===== config.mk =====
export PLATFORM = sky130hd
export DESIGN_NAME = dmem_stride_responder
export DESIGN_NICKNAME = d
export VERILOG_FILES = /design/src/rtl/dmem_stride_responder.sv
export SDC_FILE = /design/constraint.sdc
export NUM_CORES = 1
export LEC_CHECK = 0
export CAP_MARGIN = 15
export CELL_PAD_IN_SITES_DETAIL_PLACEMENT = 0
export CELL_PAD_IN_SITES_GLOBAL_PLACEMENT = 1
export CORE_AREA = 2 2 138 107
export DETAILED_ROUTE_END_ITERATION = 10
export DIE_AREA = 0 0 140 109
export PLACE_DENSITY = 0.9
export SLEW_MARGIN = 5
export SYNTH_ARGS = -nofsm -noshare
export SYNTH_HDL_FRONTEND = slang
export SYNTH_SLANG_ARGS = --single-unit

===== constraint.sdc =====
create_clock -name clock -period 3.4 [get_ports clock]
set_input_delay 0.68 -clock clock [delete_from_list [all_inputs] [get_ports clock]]
set_output_delay 0.68 -clock clock [all_outputs]
set_load 0.05 [all_outputs]

===== src/rtl/dmem_stride_responder.sv =====
// dmem_stride_responder: grants one strided load/store descriptor and walks its addresses on a single-port data memory
module dmem_stride_responder #(
  parameter int WIDTH_DATA      = 32,
  parameter int SIZE_DATA_MEM   = 1024,
  parameter int WIDTH_SIZE_DMEM = $clog2(SIZE_DATA_MEM)
) (
  input  logic                       clock,
  input  logic                       reset,
  input  logic                       I_Ld_Req,
  input  logic [WIDTH_SIZE_DMEM-1:0] I_Ld_Len,
  input  logic [WIDTH_SIZE_DMEM-1:0] I_Ld_Stride,
  input  logic [WIDTH_SIZE_DMEM-1:0] I_Ld_Base,
  input  logic                       I_St_Req,
  input  logic [WIDTH_SIZE_DMEM-1:0] I_St_Len,
  input  logic [WIDTH_SIZE_DMEM-1:0] I_St_Stride,
  input  logic [WIDTH_SIZE_DMEM-1:0] I_St_Base,
  output logic                       O_Ld_Grant,
  output logic                       O_St_Grant,
  output logic                       O_Ld_Valid,
  output logic [WIDTH_DATA-1:0]      O_Ld_Data,
  output logic                       O_Ld_Done,
  input  logic                       I_St_Valid,
  input  logic [WIDTH_DATA-1:0]      I_St_Data,
  output logic                       O_St_Ready,
  output logic                       O_St_Done,
  output logic                       O_Mem_Req,
  output logic                       O_Mem_We,
  output logic [WIDTH_SIZE_DMEM-1:0] O_Mem_Addr,
  output logic [WIDTH_DATA-1:0]      O_Mem_WData,
  input  logic [WIDTH_DATA-1:0]      I_Mem_RData,
  output logic                       O_Busy
);
  localparam logic [WIDTH_SIZE_DMEM:0] mem_sz = (WIDTH_SIZE_DMEM+1)'(SIZE_DATA_MEM);
  typedef enum logic [1:0] {IDLE, LD_RUN, ST_RUN} state_t;
  state_t state;
  logic [WIDTH_SIZE_DMEM-1:0] len, stride, cur, cnt, cur_next;
  logic [WIDTH_SIZE_DMEM-1:0] sel_len, sel_stride, sel_base;
  logic [WIDTH_SIZE_DMEM:0] sum;
  logic last, st_fire, take;
  assign sum        = {1'b0, cur} + {1'b0, stride};
  assign cur_next   = WIDTH_SIZE_DMEM'(sum % mem_sz);
  assign last       = cnt == len - 1'b1;
  assign st_fire    = state == ST_RUN && I_St_Valid;
  // a grant visible this cycle means its request is still high; don't grant it twice
  assign take       = !O_Ld_Grant && !O_St_Grant && (I_Ld_Req || I_St_Req);
  assign sel_len    = I_Ld_Req ? I_Ld_Len : I_St_Len;
  assign sel_stride = I_Ld_Req ? I_Ld_Stride : I_St_Stride;
  assign sel_base   = I_Ld_Req ? I_Ld_Base : I_St_Base;
  assign O_Busy      = state != IDLE;
  assign O_St_Ready  = state == ST_RUN;
  assign O_Mem_Req   = state == LD_RUN || st_fire;
  assign O_Mem_We    = st_fire;
  assign O_Mem_Addr  = O_Mem_Req ? cur : '0;
  assign O_Mem_WData = st_fire ? I_St_Data : '0;
  assign O_Ld_Data   = O_Ld_Valid ? I_Mem_RData : '0;
  always_ff @(posedge clock or negedge reset) begin
    if (!reset) begin
      state      <= IDLE;
      len        <= '0;
      stride     <= '0;
      cur        <= '0;
      cnt        <= '0;
      O_Ld_Grant <= 1'b0;
      O_St_Grant <= 1'b0;
      O_Ld_Valid <= 1'b0;
      O_Ld_Done  <= 1'b0;
      O_St_Done  <= 1'b0;
    end else begin
      O_Ld_Grant <= 1'b0;
      O_St_Grant <= 1'b0;
      O_Ld_Done  <= 1'b0;
      O_St_Done  <= 1'b0;
      O_Ld_Valid <= state == LD_RUN;
      case (state)
        IDLE: if (take) begin
          len        <= sel_len;
          stride     <= sel_stride;
          cur        <= sel_base;
          cnt        <= '0;
          O_Ld_Grant <= I_Ld_Req;
          O_St_Grant <= !I_Ld_Req;
          if (sel_len == '0) begin
            O_Ld_Done <= I_Ld_Req;
            O_St_Done <= !I_Ld_Req;
          end else state <= I_Ld_Req ? LD_RUN : ST_RUN;
        end
        LD_RUN: begin
          cur <= cur_next;
          cnt <= cnt + 1'b1;
          if (last) begin
            state     <= IDLE;
            O_Ld_Done <= 1'b1;
          end
        end
        ST_RUN: if (I_St_Valid) begin
          cur <= cur_next;
          cnt <= cnt + 1'b1;
          if (last) begin
            state     <= IDLE;
            O_St_Done <= 1'b1;
          end
        end
        default: state <= IDLE;
      endcase
    end
  end
endmodule

After elaboration in Yosys (flattened, before gate mapping)
Index checks and enable logic that the tools add are counted.

Add/sub/neg operators: 3. Mux-type cells: 30. Eq/ne operators: 6. Reduce and logical (&&, ||, !) cells: 15.

Operator list (number): 10-bit 2-to-1 mux (8); 32-bit 2-to-1 mux (2); 10-bit case mux with 3 select lines (2); 10-bit by 1-bit adder with 10-bit output, second input constant (1); 10-bit adder (1); 10-bit == test (1); 10-bit zero test (1); 1-bit 2-to-1 mux (10); 2-bit 2-to-1 mux (5); 10-bit by 1-bit subtractor with 10-bit output, second input constant (1); 2-bit inequality test, second input constant (3); 2-bit case mux with 3 select lines (1); 3-bit AND reduction (2); 1-bit case mux with 2 select lines (2); 1-bit logical AND (3); 1-bit zero test (3); 3-bit nonzero test (1); 2-bit by 1-bit == test with 1-bit output, second input constant (1); 2-bit == test, second input constant (1); 2-bit zero test (1); 1-bit logical OR (2); 2-bit AND reduction (1); 2-bit nonzero test (1).

Register bits after elaboration: 47. Output and inout bits: 83. Logic and storage cells: 64.

Longest topological paths before layout
Gate-level depths: netlist of the first run.

Depth in word-level cells: 5. Mapped depth: 10. Mapped depth without buffers: 9.

Worst setup path after synthesis of the first run
Ideal clock, no wire load.

Path type: register to output. Start: register state[0]. End: output O_Mem_Addr[0]. Path slack: 0.134 ns. Data required time: 2.720 ns. Stages on the path, launching flop included: 7. Arrival time: 2.586 ns. Path through: dfrtp_1 -> inv_1 -> ha_1 -> and2_1 -> nor2_1 -> clkbuf_1 -> nor2b_1.

Cells in the longest elaborated chain, start to end: 4. Elaborated cells on any way between the ends: 5. Classes of those cells: eq/ne (2); mux (1); reduce/logical (2).

Ends and longest elaborated chain: from (decl) (line 35) `state_t state;`; from (signal assigned) (line 85) `end else state <= I_Ld_Req ? LD_RUN : ST_RUN;`; 2-bit == test; via O_St_Ready (line 24) `output logic O_St_Ready,`; 1-bit logical AND (line 43) `assign st_fire = state == ST_RUN && I_St_Valid;`; via O_Mem_We (line 27) `output logic O_Mem_We,`; 1-bit logical OR (line 51) `assign O_Mem_Req = state == LD_RUN || st_fire;`; 10-bit 2-to-1 mux (line 53) `assign O_Mem_Addr = O_Mem_Req ? cur : '0;`; to (decl) (line 28) `output logic [WIDTH_SIZE_DMEM-1:0] O_Mem_Addr,`.

The timed path passes the listed nets, and every way through them passes these cells.

Worst setup path after layout of the first run
Start: register O_Ld_Valid. End: output O_Ld_Data[31].

Cells in the longest elaborated chain, start to end: 1.

Ends and longest elaborated chain: from (decl) (line 19) `output logic O_Ld_Valid,`; from (signal assigned) (line 65) `O_Ld_Valid <= 1'b0;`; from (signal assigned) (line 73) `O_Ld_Valid <= state == LD_RUN;`; 32-bit 2-to-1 mux (line 55) `assign O_Ld_Data = O_Ld_Valid ? I_Mem_RData : '0;`; to (decl) (line 20) `output logic [WIDTH_DATA-1:0] O_Ld_Data,`.

Every way passes these cells.

==> impl_metrics.tcl, run 1 <==
set metrics [dict create \
    crit_arrival_ns 2.12 \
    vias_per_cell 4.88 \
    register_area_mm2 0.00118 \
    cts_setup_buffers 0 \
    setup_viol 0 \
    fin_setup_tns_ns 0 \
    seq_area_frac_synth_pct 31.9 \
    ir_drop_mv 0.392 \
    std_cell_rows 38 \
    drive_gt1_share_pct 10.8 \
    nFillCells 1302 \
    worstPathRequired_ns 2.72 \
    cp_top_family "buffers and inverters" \
    cp.buffers_inverters 1 \
    antenna_found_initial 0 \
    crit_path_end_kind "output port" \
    routabilityCongestion 0.871 \
    p_sw_uw 2530 \
    leakage_uw 0.00279 \
    synth_enable_flop_cells 0 \
    path_clk_slew_ns 0.07 \
    wl_per_cell_um 15.1 \
    antenna_left 0 \
    htreeDepth 2 \
    period_needed_ns 2.80 \
    startpoint_type "flip-flop" \
    tightest_slew_ns 0.648 \
    cpMaxStageDelayCell "clkdlybuf4s50_1" \
    period_share_pct 82.4 \
    synthFlopType "dfrtp_1" \
    dp_hpwl_um 10100 \
    fin_skew_ns 0.00623 \
    numCtsBuffers 5 \
    die_h_um 109 \
    drv_slew 0 \
    fp.coreArea_mm2 0.0140 \
    dr.pass1.iters 9 \
    cts_tree "done" \
    drt_drc_violations_left 19 \
    clock-sinks 47 \
    drt_iter0_markers 232 \
    syn_area_per_cell_um2 8.20 \
    cts-hold-fix-buffers 0 \
    cp_max_fo 33 \
    syn_area_mm2 0.00368 \
    syn_nets 593 \
    layout_commonest_cell "clkdlybuf4s50_1" \
    ios 212 \
    dieArea_mm2 0.0153 \
    swShare_pct 50.8 \
    grt_pass1_vias 3903 \
    grt_start_max_net_pins 48 \
    die_x_um 140 \
    violations "DRC" \
    slowest_delay_ns 0.81 \
    rsz0062_at_grt "false" \
    syn_to_final_growth_pct 75.0 \
    final_core_util_pct 45.9 \
    cap_violations 0 \
    cp_cell_sequence "and2_1 -> clkdlybuf4s50_1" \
    yosysUniqueCellTypes 48 \
    antenna_cells 0 \
    synthCells 449 \
    power_frac_comb_pct 68.7 \
    dpl_worst_slack_ns 0.603 \
    yosysWarnings 0 \
    post_cts_resized 0 \
    final_cell_mix "clkdlybuf4s50_1, nand2_1, dfrtp_1" \
    async_flop_share_pct 100 \
    track_usage_pct 16.2 \
    fmaxAchievable_mhz 357 \
    grt_overflow 0 \
    seq_power_share_pct 21.4 \
    fin_ws_ns 0.598 \
    cts_root_buffer "clkbuf_16" \
    vias 4047 \
    intPower_uw 2460 \
    p_per_area_mw_per_mm2 775 \
    hold_violations 0 \
    ys_ff_latch 47 \
    hold_class "primary input to asynchronous set/reset pin" \
    clock_latency_ns 0.29 \
    portBuffers 211 \
    slew_headroom_pct 56.8 \
    p_clk_share_pct 9.9 \
    nets 793 \
    path_class "flip-flop to output port" \
    start_util_pct 26.3 \
    clock_path_buffers 2 \
    multi_input_area_mm2 0.00236 \
    wl_um 12600 \
    grt_pass1_wl_um 20000 \
    status "finished with violations" \
]
[final timing paths]
path	slack (ns)	end	startpoint	cells past startpoint
worst min-delay path	0.30	cur[7]$_DFFE_PN0P_	reset	1
worst max register to register	0.83	state[1]$_DFFE_PN0P_	len[1]$_DFFE_PN0P_	6
worst min register to register	0.50	stride[0]$_DFFE_PN0P_	stride[0]$_DFFE_PN0P_	2
min in group clock	0.50	stride[0]$_DFFE_PN0P_	stride[0]$_DFFE_PN0P_	2
max in group asynchronous	2.60	state[1]$_DFFE_PN0P_	reset	2
worst max-delay path	0.60	O_Ld_Data[31]	O_Ld_Valid$_DFF_PN0_	2
[through the flow]
stage | hold WS (ns) | instances | cell area, µm² | total power [µW]
after floorplan | 0.384 | 449 | 3680 | 3360
after global placement | 0.488 | 821 | 6270 | 4380
after detailed placement | 0.499 | 821 | 6270 | 4490
after CTS | 0.515 | 829 | 6420 | 5000
after global routing | 0.314 | 830 | 6440 | 5370
final | 0.300 | 830 | 6440 | 4990
[flip-flops by register name, indices dropped and copies added (netlist names)]
name,flops
cur,10
O_St_Done,1
len,10
O_St_Grant,1
O_Ld_Valid,1
O_Ld_Done,1
stride,10
state,2
O_Ld_Grant,1
cnt,10
[cells in the mapped netlist, drive strengths merged, types with 2 or more instances]
master	instances	area, µm²
or3	2	12.5
o21a	3	22.5
dfrtp	47	1180
nor4	6	37.5
and3	36	225
ha	14	175
or4	4	37.5
a211oi	6	50.1
o22a	2	17.5
clkbuf	27	101
o31ai	3	22.5
o211ai	4	30.0
nor2	22	82.6
xnor2	15	131
a21oi	13	65.1
xor2	3	26.3
nand2	51	191
a21o	3	22.5
o41ai	2	17.5
nor2b	13	81.3
and2	34	213
nor3	15	75.1
nand3	10	50.1
o21ai	39	195
nand3b	2	15.0
nor4b	2	17.5
nand2b	7	43.8
nand4	2	12.5
a22o	3	26.3
inv	11	41.3
mux2i	33	330
[cell families (layout without fill, tap and decap cells)]
kind of cell | Yosys count | count (layout) | share of synthesized area (%)
AOI/OAI and AO/OA | 88 | 88 | 15.1
xor gates and xnor gates | 18 | 18 | 4.28
adders and majority gates | 15 | 15 | 5.30
buffers and inverters | 39 | 240 | 3.98
DFF | 47 | 47 | 31.9
muxes | 33 | 33 | 8.97
and+or+nand+nor | 209 | 209 | 30.4
[metal layers]
metal	up-vias	global-route usage [%]	share of wire (%)
li1	1988	-	-
met1	1884	21.6	45
met2	165	28.5	47
met3	10	2.33	7.2
met4	0	2.81	1.0
met5	-	0	0
[layout make-up]
type                    count  share of cell area [%]
flip-flops and latches     47                    18.3
clock inverters             3                   0.369
multi-input cells         363                    36.6
well taps                 180                    3.50
inverters                  11                   0.641
clock buffers               5                    1.94
repair buffers            221                    38.7
[power groups by stage]
stage / Combinational (µW) / Sequential (µW) / Clock, µW
2_1_floorplan: 2370 / 992 / 0
3_3_place_gp: 3330 / 1050 / 0
3_5_place_dp: 3410 / 1080 / 0
4_1_cts: 3430 / 1070 / 505
5_1_grt: 3740 / 1110 / 531
6_report: 3430 / 1070 / 495
Power figures use the tool's default switching activity.
==> inputs of run 2 (changes only) <==
CORE_AREA = 2 2 147 113   (was 2 2 138 107)
DIE_AREA = 0 0 149 115   (was 0 0 140 109)
PLACE_DENSITY = 0.85   (was 0.9)
clock period = 2.5 ns   (was 3.4 ns; I/O delays follow)
==> run 2 against run 1 <==
Net effect:
- the flow now finishes without violations
- power rose by 45%
- highest routed layer unchanged
- cell count increased by 5.7%
- critical path depth up 6
- largest cell class unchanged
- hold slack worse by 0.11 ns
- cell area increased by 4.9%
- combinational power rose by 50%
- sequential cell count is the same
==> impl_metrics.tcl, run 2 (same netlist as run 1, synthesis figures left out) <==
set metrics [dict create \
    period_share_pct 97.0 \
    vias 4028 \
    cp_max_fo 4 \
    cts_tree "done" \
    die_h_um 115 \
    antenna_cells 0 \
    grt_pass1_wl_um 20300 \
    dr.pass1.iters 4 \
    drive_gt1_share_pct 20.7 \
    antenna_left 0 \
    track_usage_pct 14.8 \
    routabilityCongestion 0.854 \
    vias_per_cell 4.59 \
    antenna_found_initial 0 \
    r2r-start "len[1]$_DFFE_PN0P_" \
    finalNonFillerCells 877 \
    p_per_area_mw_per_mm2 1070 \
    layout_commonest_cell "clkdlybuf4s50_1" \
    final_cell_mix "clkdlybuf4s50_1, buf_4, nand2_1" \
    crit_start "len[1]$_DFFE_PN0P_" \
    slew_headroom_pct 62.2 \
    drt_drc_violations_left 0 \
    dieArea_mm2 0.0171 \
    wl_um 12900 \
    nets 810 \
    syn_to_final_growth_pct 83.6 \
    hold_class "primary input to asynchronous set/reset pin" \
    start_util_pct 23.4 \
    dp_hpwl_um 10500 \
    startpoint_type "flip-flop" \
    dp.cells 867 \
    drv_slew 0 \
    grt_overflow 0 \
    period_needed_ns 2.43 \
    status "finished clean" \
    r2r_cells 8 \
    wl_per_cell_um 14.7 \
    fmaxAchievable_mhz 412 \
    grt_pass1_vias 3812 \
    tightest_slew_ns 0.565 \
    cp-endpoint "state[0]$_DFFE_PN0P_" \
    htreeDepth 2 \
    portBuffers 211 \
    cap_violations 0 \
    fin_skew_ns 0.0109 \
    std_cell_rows 40 \
    path_class "flip-flop to flip-flop" \
    ios 212 \
    clock-sinks 47 \
    path_clk_slew_ns 0.07 \
    drt_iter0_markers 224 \
    fp.coreArea_mm2 0.0157 \
    ir_drop_mv 0.677 \
    setup_viol 0 \
    numCtsBuffers 5 \
    worstPathRequired_ns 2.72 \
    hold_violations 0 \
    crit_arrival_ns 2.64 \
    p_total_uw 7220 \
    cts_root_buffer "clkbuf_16" \
    crit_path_end_kind "flip-flop" \
    leakage_uw 0.00299 \
    clock_latency_ns 0.29 \
    r2r_slack_ns 0.07 \
    clock_path_buffers 2 \
    die_x_um 149 \
    reg2reg_to "state[0]$_DFFE_PN0P_" \
    nFillCells 1510 \
    grt_start_max_net_pins 42 \
]
==> run 2: cell types whose count changed in the layout (fill, tap and decap cells not counted), sizes merged <==
cell / delta
buf: +51
clkdlybuf4s50: -34
==> run 2: area by class of cell <==
cell class                      instances  area, µm²  share of cell area, %
Timing Repair Buffer                  238       2700                   39.9
Multi-Input combinational cell        363       2430                   35.9
Sequential cell                        47       1180                   17.4
Tap cell                              210        263                   3.89
Clock buffer                            5        125                   1.85
Inverter                               11       45.0                  0.666
Clock inverter                          3       25.0                  0.370
==> run 2: worst max-delay path, stage by stage, from the launching register on <==
cell and delay [ns]:
dfrtp_1 0.41, inv_1 0.07, ha_1 0.22, nor4b_4 0.26, xnor2_1 0.11, or4_4 0.52
a32o_1 0.28, a211oi_2 0.26, mux2i_1 0.22
==> run 2: worst min-delay path by stage <==
| stage | startpoint | slack, ns | depth (start not counted) | endpoint |
|---|---|---|---|---|
| after floorplan | reset | 0.20 | 0 | O_Ld_Done$_DFF_PN0_ |
| after detailed placement | stride[2]$_DFFE_PN0P_ | 0.48 | 2 | stride[2]$_DFFE_PN0P_ |
| after global placement | cur[0]$_DFFE_PN0P_ | 0.48 | 2 | cur[0]$_DFFE_PN0P_ |
| after CTS | reset | 0.21 | 1 | cnt[8]$_DFFE_PN0P_ |
| final | reset | 0.19 | 1 | O_Ld_Grant$_DFF_PN0_ |
| after global routing | reset | 0.23 | 1 | cnt[8]$_DFFE_PN0P_ |
==> run 2: routing by layer <==
metal  GRT usage, %  wire length (µm)  up-vias
met1           21.0              6030     1833
met3           3.13              1140        5
met4           2.29                72        0
met5              0                 0        -
li1               -                 -     2023
met2           23.7              5680      167
==> run 2: repair_timing <==
item                       4_1_cts  5_1_grt
setup endpoints to repair        2        5
hold buffers                     0        0
resized for setup                1        3
pin swaps                        5        1
setup buffers                    2        0
==> run 2: per-stage QoR <==
| step | area, µm² | setup WS, ns | hold WS [ns] | utilization [%] | TNS, ns |
|---|---|---|---|---|---|
| after global routing | 6760 | -0.0354 | 0.229 | 43.0 | -0.0707 |
| after detailed placement | 6570 | -0.00418 | 0.481 | 41.8 | -0.00418 |
| after global placement | 6570 | 0.0247 | 0.476 | 41.8 | 0 |
| after CTS | 6740 | 0.0148 | 0.214 | 42.9 | 0 |
| final | 6760 | 0.0744 | 0.192 | 43.0 | 0 |
| after floorplan | 3730 | -0.0823 | 0.204 | - | -0.838 |
==> run 2: power by group <==
part           leakage, µW  switching [µW]  internal [µW]
Clock            0.0000708             317            378
Sequential        0.000597             313           1070
Combinational      0.00232            2930           2210
Total              0.00299            3570           3660
